$ cat src/rtl/count_job_pkg.sv
`default_nettype none
// ============================================================================
// Module      : count_job_pkg
// Description : Shared definitions for the count-job arbiter: the FSM state
//               encoding and its width.
// Revision    : 1.0 - initial release
// ============================================================================
package count_job_pkg;

  localparam int ST_W = 2;

  typedef enum logic [ST_W-1:0] {
    ST_IDLE  = 2'd0,
    ST_COUNT = 2'd1,
    ST_DONE  = 2'd2
  } state_t;

endpackage
`default_nettype wire

$ cat src/rtl/count_job_arbiter_if.sv
`default_nettype none
// ============================================================================
// Module      : count_job_arbiter_if
// Description : Request/grant bundle between the requesters (master side)
//               and the count-job arbiter (slave side).
// Signals     : req    - level request per requester
//               limit  - terminal count per requester, CNT_W bits each
//               grant  - one-hot owner, zero when idle
//               busy   - a job is counting or completing
//               count  - current shared count value
//               done   - one-cycle completion pulse to the owner
// Revision    : 1.0 - initial release
// ============================================================================
interface count_job_arbiter_if #(
  parameter int NUM_REQ = 4,
  parameter int CNT_W   = 4
);

  logic [NUM_REQ-1:0]       req;
  logic [NUM_REQ*CNT_W-1:0] limit;
  logic [NUM_REQ-1:0]       grant;
  logic                     busy;
  logic [CNT_W-1:0]         count;
  logic [NUM_REQ-1:0]       done;

  modport master (
    output req,
    output limit,
    input  grant,
    input  busy,
    input  count,
    input  done
  );

  modport slave (
    input  req,
    input  limit,
    output grant,
    output busy,
    output count,
    output done
  );

endinterface
`default_nettype wire

$ cat src/rtl/count_job_arbiter_tick_gen.sv
`default_nettype none
// ============================================================================
// Module      : tick_gen
// Description : Free-running divider producing a one-cycle tick enable every
//               TICK_DIV clk cycles. clr restarts the period so the first
//               tick lands TICK_DIV cycles after clr.
// Ports       : clk  - system clock
//               rst  - asynchronous active-high reset
//               clr  - synchronous restart of the divider
//               tick - high while the divider sits at TICK_DIV-1
// Revision    : 1.0 - initial release
// ============================================================================
module tick_gen #(
  parameter int TICK_DIV = 1500000,
  parameter int DIV_W    = 24
) (
  input  logic clk,
  input  logic rst,
  input  logic clr,
  output logic tick
);

  localparam logic [DIV_W-1:0] LAST = DIV_W'(TICK_DIV - 1);

  logic [DIV_W-1:0] tick_cnt;

  always_ff @(posedge clk or posedge rst) begin
    if (rst) begin
      tick_cnt <= '0;
    end else if (clr || (tick_cnt == LAST)) begin
      tick_cnt <= '0;
    end else begin
      tick_cnt <= tick_cnt + 1'b1;
    end
  end

  assign tick = (tick_cnt == LAST);

endmodule
`default_nettype wire

$ cat src/rtl/count_job_arbiter.sv
`default_nettype none
// ============================================================================
// Module      : count_job_arbiter
// Description : Shares one tick-driven up-counter among NUM_REQ requesters.
//               A round-robin pick hands the counter to one requester, which
//               owns it until the count reaches its latched limit; a
//               one-cycle done pulse is then returned to that requester.
//               All outputs are registered.
// Ports       : clk - system clock
//               rst - asynchronous active-high reset
//               bus - count_job_arbiter_if.slave (req, limit, grant, busy,
//                     count, done)
// Options     : COUNT_JOB_ABORT_EN - when defined, the owner dropping its
//               req during counting abandons the job without a done pulse.
// Revision    : 1.0 - initial release
// ============================================================================
module count_job_arbiter #(
  parameter int NUM_REQ  = 4,
  parameter int CNT_W    = 4,
  parameter int TICK_DIV = 1500000,
  parameter int DIV_W    = 24
) (
  input  logic                 clk,
  input  logic                 rst,
  count_job_arbiter_if.slave   bus
);

  import count_job_pkg::*;

  localparam int IDX_W = (NUM_REQ > 1) ? $clog2(NUM_REQ) : 1;

  state_t             state;
  logic [NUM_REQ-1:0] grant_q;
  logic               busy_q;
  logic [CNT_W-1:0]   count_q;
  logic [NUM_REQ-1:0] done_q;
  logic [CNT_W-1:0]   lim_q;
  logic [IDX_W-1:0]   owner;
  logic [IDX_W-1:0]   owner_next;
  logic [IDX_W-1:0]   rr_ptr;

  logic               pick_valid;
  logic [IDX_W-1:0]   pick_idx;
  logic               tick;
  logic               start;

  // Round-robin pick: scan downward so the last hit, i.e. the first set bit
  // at or above rr_ptr (wrapping), is the one that sticks.
  always_comb begin
    pick_valid = 1'b0;
    pick_idx   = '0;
    for (int k = NUM_REQ - 1; k >= 0; k--) begin
      if (bus.req[(int'(rr_ptr) + k) % NUM_REQ]) begin
        pick_valid = 1'b1;
        pick_idx   = IDX_W'((int'(rr_ptr) + k) % NUM_REQ);
      end
    end
  end

  assign owner_next = (owner == IDX_W'(NUM_REQ - 1)) ? '0 : owner + 1'b1;

  // Restarting the divider on the grant edge makes the first COUNT cycle see
  // tick_cnt==0, so every count step is a full TICK_DIV period.
  assign start = (state == ST_IDLE) && pick_valid;

  tick_gen #(
    .TICK_DIV (TICK_DIV),
    .DIV_W    (DIV_W)
  ) u_tick_gen (
    .clk  (clk),
    .rst  (rst),
    .clr  (start),
    .tick (tick)
  );

  always_ff @(posedge clk or posedge rst) begin
    if (rst) begin
      state   <= ST_IDLE;
      grant_q <= '0;
      busy_q  <= 1'b0;
      count_q <= '0;
      done_q  <= '0;
      lim_q   <= '0;
      owner   <= '0;
      rr_ptr  <= '0;
    end else begin
      done_q <= '0;
      case (state)
        ST_IDLE: begin
          if (pick_valid) begin
            state   <= ST_COUNT;
            grant_q <= NUM_REQ'(1) << pick_idx;
            busy_q  <= 1'b1;
            count_q <= '0;
            lim_q   <= bus.limit[int'(pick_idx)*CNT_W +: CNT_W];
            owner   <= pick_idx;
          end
        end

        ST_COUNT: begin
`ifdef COUNT_JOB_ABORT_EN
          if (!bus.req[owner]) begin
            state   <= ST_IDLE;
            grant_q <= '0;
            busy_q  <= 1'b0;
            count_q <= '0;
            rr_ptr  <= owner_next;
          end else
`endif
          if (tick) begin
            if (count_q == lim_q) begin
              state  <= ST_DONE;
              done_q <= grant_q;
            end else begin
              count_q <= count_q + 1'b1;
            end
          end
        end

        ST_DONE: begin
          state   <= ST_IDLE;
          grant_q <= '0;
          busy_q  <= 1'b0;
          count_q <= '0;
          rr_ptr  <= owner_next;
        end

        default: begin
          state   <= ST_IDLE;
          grant_q <= '0;
          busy_q  <= 1'b0;
          count_q <= '0;
        end
      endcase
    end
  end

  assign bus.grant = grant_q;
  assign bus.busy  = busy_q;
  assign bus.count = count_q;
  assign bus.done  = done_q;

endmodule
`default_nettype wire

$ cat src/flat_wrapper.sv
// flat-port wrapper written by rule: the top's interface ports become plain ports
module count_job_arbiter_flat import count_job_pkg::*;
#(
  parameter int NUM_REQ  = 4,
  parameter int CNT_W    = 4,
  parameter int TICK_DIV = 1500000,
  parameter int DIV_W    = 24
)
  (clk, rst, bus_req, bus_limit, bus_grant, bus_busy, bus_count, bus_done);
  count_job_arbiter_if #(.NUM_REQ(NUM_REQ), .CNT_W(CNT_W)) bus_i ();
  input  logic clk;
  input  logic rst;
  input wire logic [$bits(bus_i.req)-1:0] bus_req;
  input wire logic [$bits(bus_i.limit)-1:0] bus_limit;
  output wire logic [$bits(bus_i.grant)-1:0] bus_grant;
  output wire logic [$bits(bus_i.busy)-1:0] bus_busy;
  output wire logic [$bits(bus_i.count)-1:0] bus_count;
  output wire logic [$bits(bus_i.done)-1:0] bus_done;
  assign bus_i.req = bus_req;
  assign bus_i.limit = bus_limit;
  assign bus_grant = bus_i.grant;
  assign bus_busy = bus_i.busy;
  assign bus_count = bus_i.count;
  assign bus_done = bus_i.done;
  count_job_arbiter #(.NUM_REQ(NUM_REQ), .CNT_W(CNT_W), .TICK_DIV(TICK_DIV), .DIV_W(DIV_W)) u_core (.clk(clk), .rst(rst), .bus(bus_i));
endmodule
$ cat config.mk
export PLATFORM = sky130hd
export DESIGN_NAME = count_job_arbiter_flat
export DESIGN_NICKNAME = d
export VERILOG_FILES = /design/src/rtl/count_job_pkg.sv /design/src/rtl/count_job_arbiter_if.sv /design/src/rtl/count_job_arbiter_tick_gen.sv /design/src/rtl/count_job_arbiter.sv /design/src/flat_wrapper.sv
export SDC_FILE = /design/constraint.sdc
export NUM_CORES = 1
export LEC_CHECK = 0
export CORE_UTILIZATION = 55
export CTS_CLUSTER_DIAMETER = 80
export DETAILED_ROUTE_END_ITERATION = 7
export DONT_BUFFER_PORTS = 1
export PLACE_DENSITY_LB_ADDON = 0.12
export RECOVER_POWER = 25
export SETUP_SLACK_MARGIN = 0.2
export SYNTH_ARGS = -nofsm -noshare
export SYNTH_HDL_FRONTEND = slang
export SYNTH_SLANG_ARGS = --single-unit
$ cat constraint.sdc
create_clock -name clk -period 5.9 [get_ports clk]
set_input_delay 0.295 -clock clk [delete_from_list [all_inputs] [get_ports clk]]
set_output_delay 0.295 -clock clk [all_outputs]
set_load 0.01 [all_outputs]
* Word-level counts from Yosys, hierarchy flattened
Cells that the tools add are included.
** Word-level totals
- Input bits :: 22
- Latch bits :: 0
- Memories kept :: 0
- Bits in registers :: 47
- RAM bits :: 0
- Output and inout port bits :: 13
- Logic and storage cells :: 80
- ROM bits :: 0
** Cells by class
- Magnitude comparators :: 4
- Shifts and indexed selects :: 2
- Reductions and logical operators :: 10
- Equality and inequality tests :: 9
- Divide/modulo/power cells :: 0
- $add $sub $neg :: 6
- $mul :: 0
- Bitwise logic cells :: 4
- Multiplexer cells :: 36
** Operator list (number)
- two-way mux 4 bit :: 7
- adder 24 x 1 -> 24 bit, second input constant :: 1
- equality test 24 x 21 -> 1 bit, second input constant :: 1
- two-way mux 24 bit :: 1
- two-way mux 2 bit :: 8
- one-hot mux 4 bit (2 select lines) :: 2
- variable part select 16 x 5 -> 4 bit :: 1
- < comparator 3 x 4 -> 1 bit, second input constant :: 3
- two-way mux 1 bit :: 12
- binary-select mux 1 bit (select 2 bit) :: 4
- inequality test 2 x 1 -> 1 bit, second input constant :: 3
- AND reduction 3 bit :: 2
- OR reduction 2 bit :: 3
- adder 2 x 1 -> 2 bit, second input constant :: 2
- adder 2 bit, second input constant :: 2
- adder 4 x 1 -> 4 bit, second input constant :: 1
- equality test 2 bit, second input constant :: 2
- equality test 4 bit :: 1
- one-hot mux 2 bit (2 select lines) :: 1
- AND reduction 2 bit :: 2
- left shift 1 x 2 -> 4 bit, first input constant :: 1
- bitwise AND 1 bit, first input constant :: 3
- < comparator 2 x 3 -> 1 bit, second input constant :: 1
- equality test 2 x 1 -> 1 bit, second input constant :: 1
- other kinds (6) :: 6

* Logic depth before layout (Yosys ltp)
- Word-level depth :: 13
- Mapped depth :: 7
- Gate-level depth less buffers :: 6

* Cells and area by module
A second synthesis with hierarchy kept.
** Second synthesis, totals
- Cell total of the unflattened synthesis :: 261
- Area total of the unflattened synthesis :: 2519.9 µm²
** Modules (own cells, without submodules)
- tick_gen :: cells each 136, area an instance 1265.0 µm², times used 1, seq. area each 600.6 µm²
- count_job_arbiter :: cells each 125, area an instance 1255.0 µm², times used 1, seq. area each 575.6 µm²

* Worst setup path after synthesis
OpenSTA, ideal clock, no wires.
- Kind :: register to register
- Start :: register u_core.u_tick_gen.tick_cnt[16]
- End :: register u_core.count_q[2], in the netlist u_core.bus.count[2]
- Path slack :: 3.958 ns
- Buffers on the path :: 1
- Period minus slack after synthesis :: 1.942 ns
- Required time :: 5.780 ns
- Setup time :: 0.120 ns
- Cell stages (with the launch flop) :: 7
- Arrival :: 1.823 ns
- Cells stage by stage :: dfrtp_1 > nor4_2 > nand4_1 > or3_1 > buf_6 > o311a_1 > a31o_1
** Between the ends
- Longest elaborated chain between the ends :: 3
** RTL lines
- from (decl) :: line count_job_arbiter_tick_gen.sv:25 : logic [DIV_W-1:0] tick_cnt;
- from (signal assigned) :: line count_job_arbiter_tick_gen.sv:33 : tick_cnt <= tick_cnt + 1'b1;
- equality test 24 x 21 -> 1 bit :: line count_job_arbiter_tick_gen.sv:37 : assign tick = (tick_cnt == LAST);
- inequality test 2 x 1 -> 1 bit (no source line)
- AND reduction 3 bit (no source line)
- to (signal assigned) :: line count_job_arbiter.sv:115 : count_q <= count_q + 1'b1;
- to (decl) :: line count_job_arbiter.sv:35 : logic [CNT_W-1:0] count_q;
No other way between the ends.
A chain may end at the register's enable or synchronous reset.

* Final worst setup path
- Start :: register u_core.u_tick_gen.tick_cnt[19]
- End :: register u_core.u_tick_gen.tick_cnt[12]
** Between the ends
- Longest elaborated chain between the ends :: 3
** RTL lines
- equality test 24 x 21 -> 1 bit :: line count_job_arbiter_tick_gen.sv:30 : end else if (clr || (tick_cnt == LAST)) begin
- logical OR 1 bit :: line count_job_arbiter_tick_gen.sv:30
- two-way mux 24 bit :: line count_job_arbiter_tick_gen.sv:30
No other way between the ends.

==> metrics.cfg <==
[final_layout]
fin_cells = 300
final_cell_mix = dfrtp_1, nor2_1, nand2_1
layout_commonest_cell = dfrtp_1
layout.nets = 274
num-fill-cells = 370
antenna_cells = 0
area.growth.synth_to_final_pct = 5.75
drive_gt1_frac = 0.0680
stdcell_area_um2 = 2550

[die]
die_width_um = 68.3
start_util = 0.587
ios = 35
rows = 23
chipHeight_um = 68.3
die_area_um2 = 4660
coreArea_um2 = 4120

[critical_path]
crit_chain = nor4b_2 -> nand4_1 -> or3_1 -> nand2_1 -> nor2_1
cp_data_required_time_ns = 6.05
path_delay_family = simple AND/OR/NAND/NOR gates
crit_fanout = 22
slowest_delay_ns = 0.59
cp.arrival_ns = 2.40
worstSetupPathType = reg -> reg
cp_slowest_cell = nand2_1
end_kind = flop
r2r_slack_ns = 3.65
cp-start-kind = flop
worst-path-buf-inv = 0

[cts]
ctsHtreeMaxLevel = 2
cts_setup_buffers = 0
cts_sinks = 47
cts-root-buf = clkbuf_8
clockBufferDepth = 2
clock_latency_ns = 0.30
holdBufCountCts = 0
cts_tree = yes
ctsResizeCount = 0
clk_pin_slew_ns = 0.09
numCtsBuffers = 5

[logic_synthesis]
avgSynthCellArea_um2 = 9.70
syn_nets = 274
syn_inst = 249
ys.flop_type = dfrtp_1
yosysTopAreaCell = dfrtp_1
netlist_area_um2 = 2410
synth_edf_count = 0
synth_top_cell_area_share = 0.487
ys_types = 43
yosysWarnings = 0
seq_area_frac_synth = 0.487
synth-async-reset-ratio = 1.00
synth_seq_cells = 47
synth_area_leaders = dfrtp_1, nor2_1, xnor2_1

[route]
num_vias = 1765
drt_wl_total_um = 4710
dr.pass1.iters = 4
drt-initial-drc-count = 125
via_per_inst = 5.88
drc = 0
antenna_left = 0
routedWlPerCell_um = 15.7

[sta]
timing.final.crit_share = 0.381
worstMarginPinSlew_ns = 1.68
hold_viol_final = 0
fmax_mhz = 445
hold_ws_ns = 0.236
grt_setup_unrepaired = no
period_minus_slack_ns = 2.25
fin_tns_setup_ns = 0
finalMaxSlewViolations = 48
fin_worst_skew_ns = 0.00906
max-slew-margin-rel = -0.124
setup_viol = 0

[pwr]
worst_ir_drop_vdd_uv = 111
p_per_area_nw_per_um2 = 236
p_leak_uw = 0.00110

[global_routing]
grt_max_degree = 48
grt_usage = 0.218
grt_pass1_wl_um = 7460
overflow = 0
grt_pass1_vias = 1530
antenna_found_initial = 0

[placed_design]
dp_cells = 292
portBuffers = 0
dp_hpwl_um = 3400
place_congestion = 0.907
dpl_cell_area_um2 = 2440

[outcome]
status = finished with violations
violations = capacitance limit, slew limit

[run]
max-cap-violations = 1

[hold_path]
hp-class = in -> reg

-- Yosys cell counts (2+ instances only) --
master	instances
xor2_1	12
and3_1	8
buf_2	2
or2_2	2
mux2i_1	5
nand2b_1	2
a21oi_1	3
nor2b_1	2
a311oi_1	4
nor4b_2	2
dfrtp_1	47
nor4_1	2
nor3_1	7
nor2_1	36
o311ai_0	2
nand3_1	12
o21ai_0	7
ha_1	3
nand2_1	25
clkbuf_1	4
nor3b_1	5
and2_1	2
inv_1	5
or3_1	3
a32o_1	2
and3_2	2
o22ai_1	2
xnor2_1	13
a211oi_1	4
nand4_1	11
-- logic make-up (layout without fill, tap and decap cells) --
group	after synthesis	in the layout	share of synthesized area
buf+inv	13	14	0.0259
mux	6	6	0.0254
xor+xnor	25	25	0.0907
fa+ha+maj	3	3	0.0155
simple gates	124	124	0.263
compound gates	31	31	0.0922
flops	47	47	0.487
-- worst reg2reg max path, stage by stage (launching register included) --
cell and delay (ns):
dfrtp_1 0.46, nor4b_2 0.29, nand4_1 0.12, or3_1 0.51, nand2_1 0.59, nor2_1 0.14
-- flip-flops by register name, indices dropped and copies added, names as in the netlist --
| signal | cells |
|---|---|
| u_core.u_tick_gen.tick_cnt | 24 |
| u_core.bus.count | 4 |
| u_core.bus.done | 4 |
| u_core.bus.grant | 4 |
| u_core.lim_q | 4 |
| u_core.owner | 2 |
| u_core.rr_ptr | 2 |
| u_core.state | 2 |
| u_core.bus.busy | 1 |
-- final cells by class --
| type | count | area (um2) | share of cell area |
|---|---|---|---|
| multi-input combinational | 189 | 1180 | 0.461 |
| timing repair buffer | 1 | 7.51 | 0.00294 |
| tap | 50 | 62.6 | 0.0245 |
| clock buffer | 5 | 68.8 | 0.0269 |
| inverter | 5 | 18.8 | 0.00735 |
| clock inverter | 3 | 43.8 | 0.0171 |
| sequential | 47 | 1180 | 0.461 |
-- metal layers --
metal | wire (um) | track usage
met5 | 0 | 0
met4 | 60 | 0.0703
met3 | 251 | 0.0600
met2 | 1920 | 0.284
met1 | 2470 | 0.339
-- stage by stage --
step	power, uW	worst slack (ns)	util
2_1_floorplan	367	3.96	-
3_3_place_gp	372	3.69	0.593
3_5_place_dp	374	3.63	0.593
4_1_cts	609	3.61	0.621
5_1_grt	626	3.42	0.621
6_report	603	3.65	0.621
-- report_power, final --
group          internal, uW  switching (uW)  total, uW
clock                   126             110        236
combinational          11.9            17.9       29.8
sequential              329            7.72        337
total                   467             135        603
-- worst paths after layout --
check,startpoint,end,depth (start not counted)
worst max register to register,u_core.u_tick_gen.tick_cnt[19]$_DFF_PP0_,u_core.u_tick_gen.tick_cnt[12]$_DFF_PP0_,5
worst min register to register,u_core.u_tick_gen.tick_cnt[0]$_DFF_PP0_,u_core.u_tick_gen.tick_cnt[0]$_DFF_PP0_,1
max in group asynchronous,rst,u_core.u_tick_gen.tick_cnt[9]$_DFF_PP0_,1
worst min-delay path,bus_limit[5],u_core.lim_q[1]$_DFFE_PP0P_,2
min in group asynchronous,rst,u_core.u_tick_gen.tick_cnt[22]$_DFF_PP0_,1
worst max-delay path,u_core.u_tick_gen.tick_cnt[19]$_DFF_PP0_,u_core.u_tick_gen.tick_cnt[12]$_DFF_PP0_,5
(Power assumes the default switching activity.)
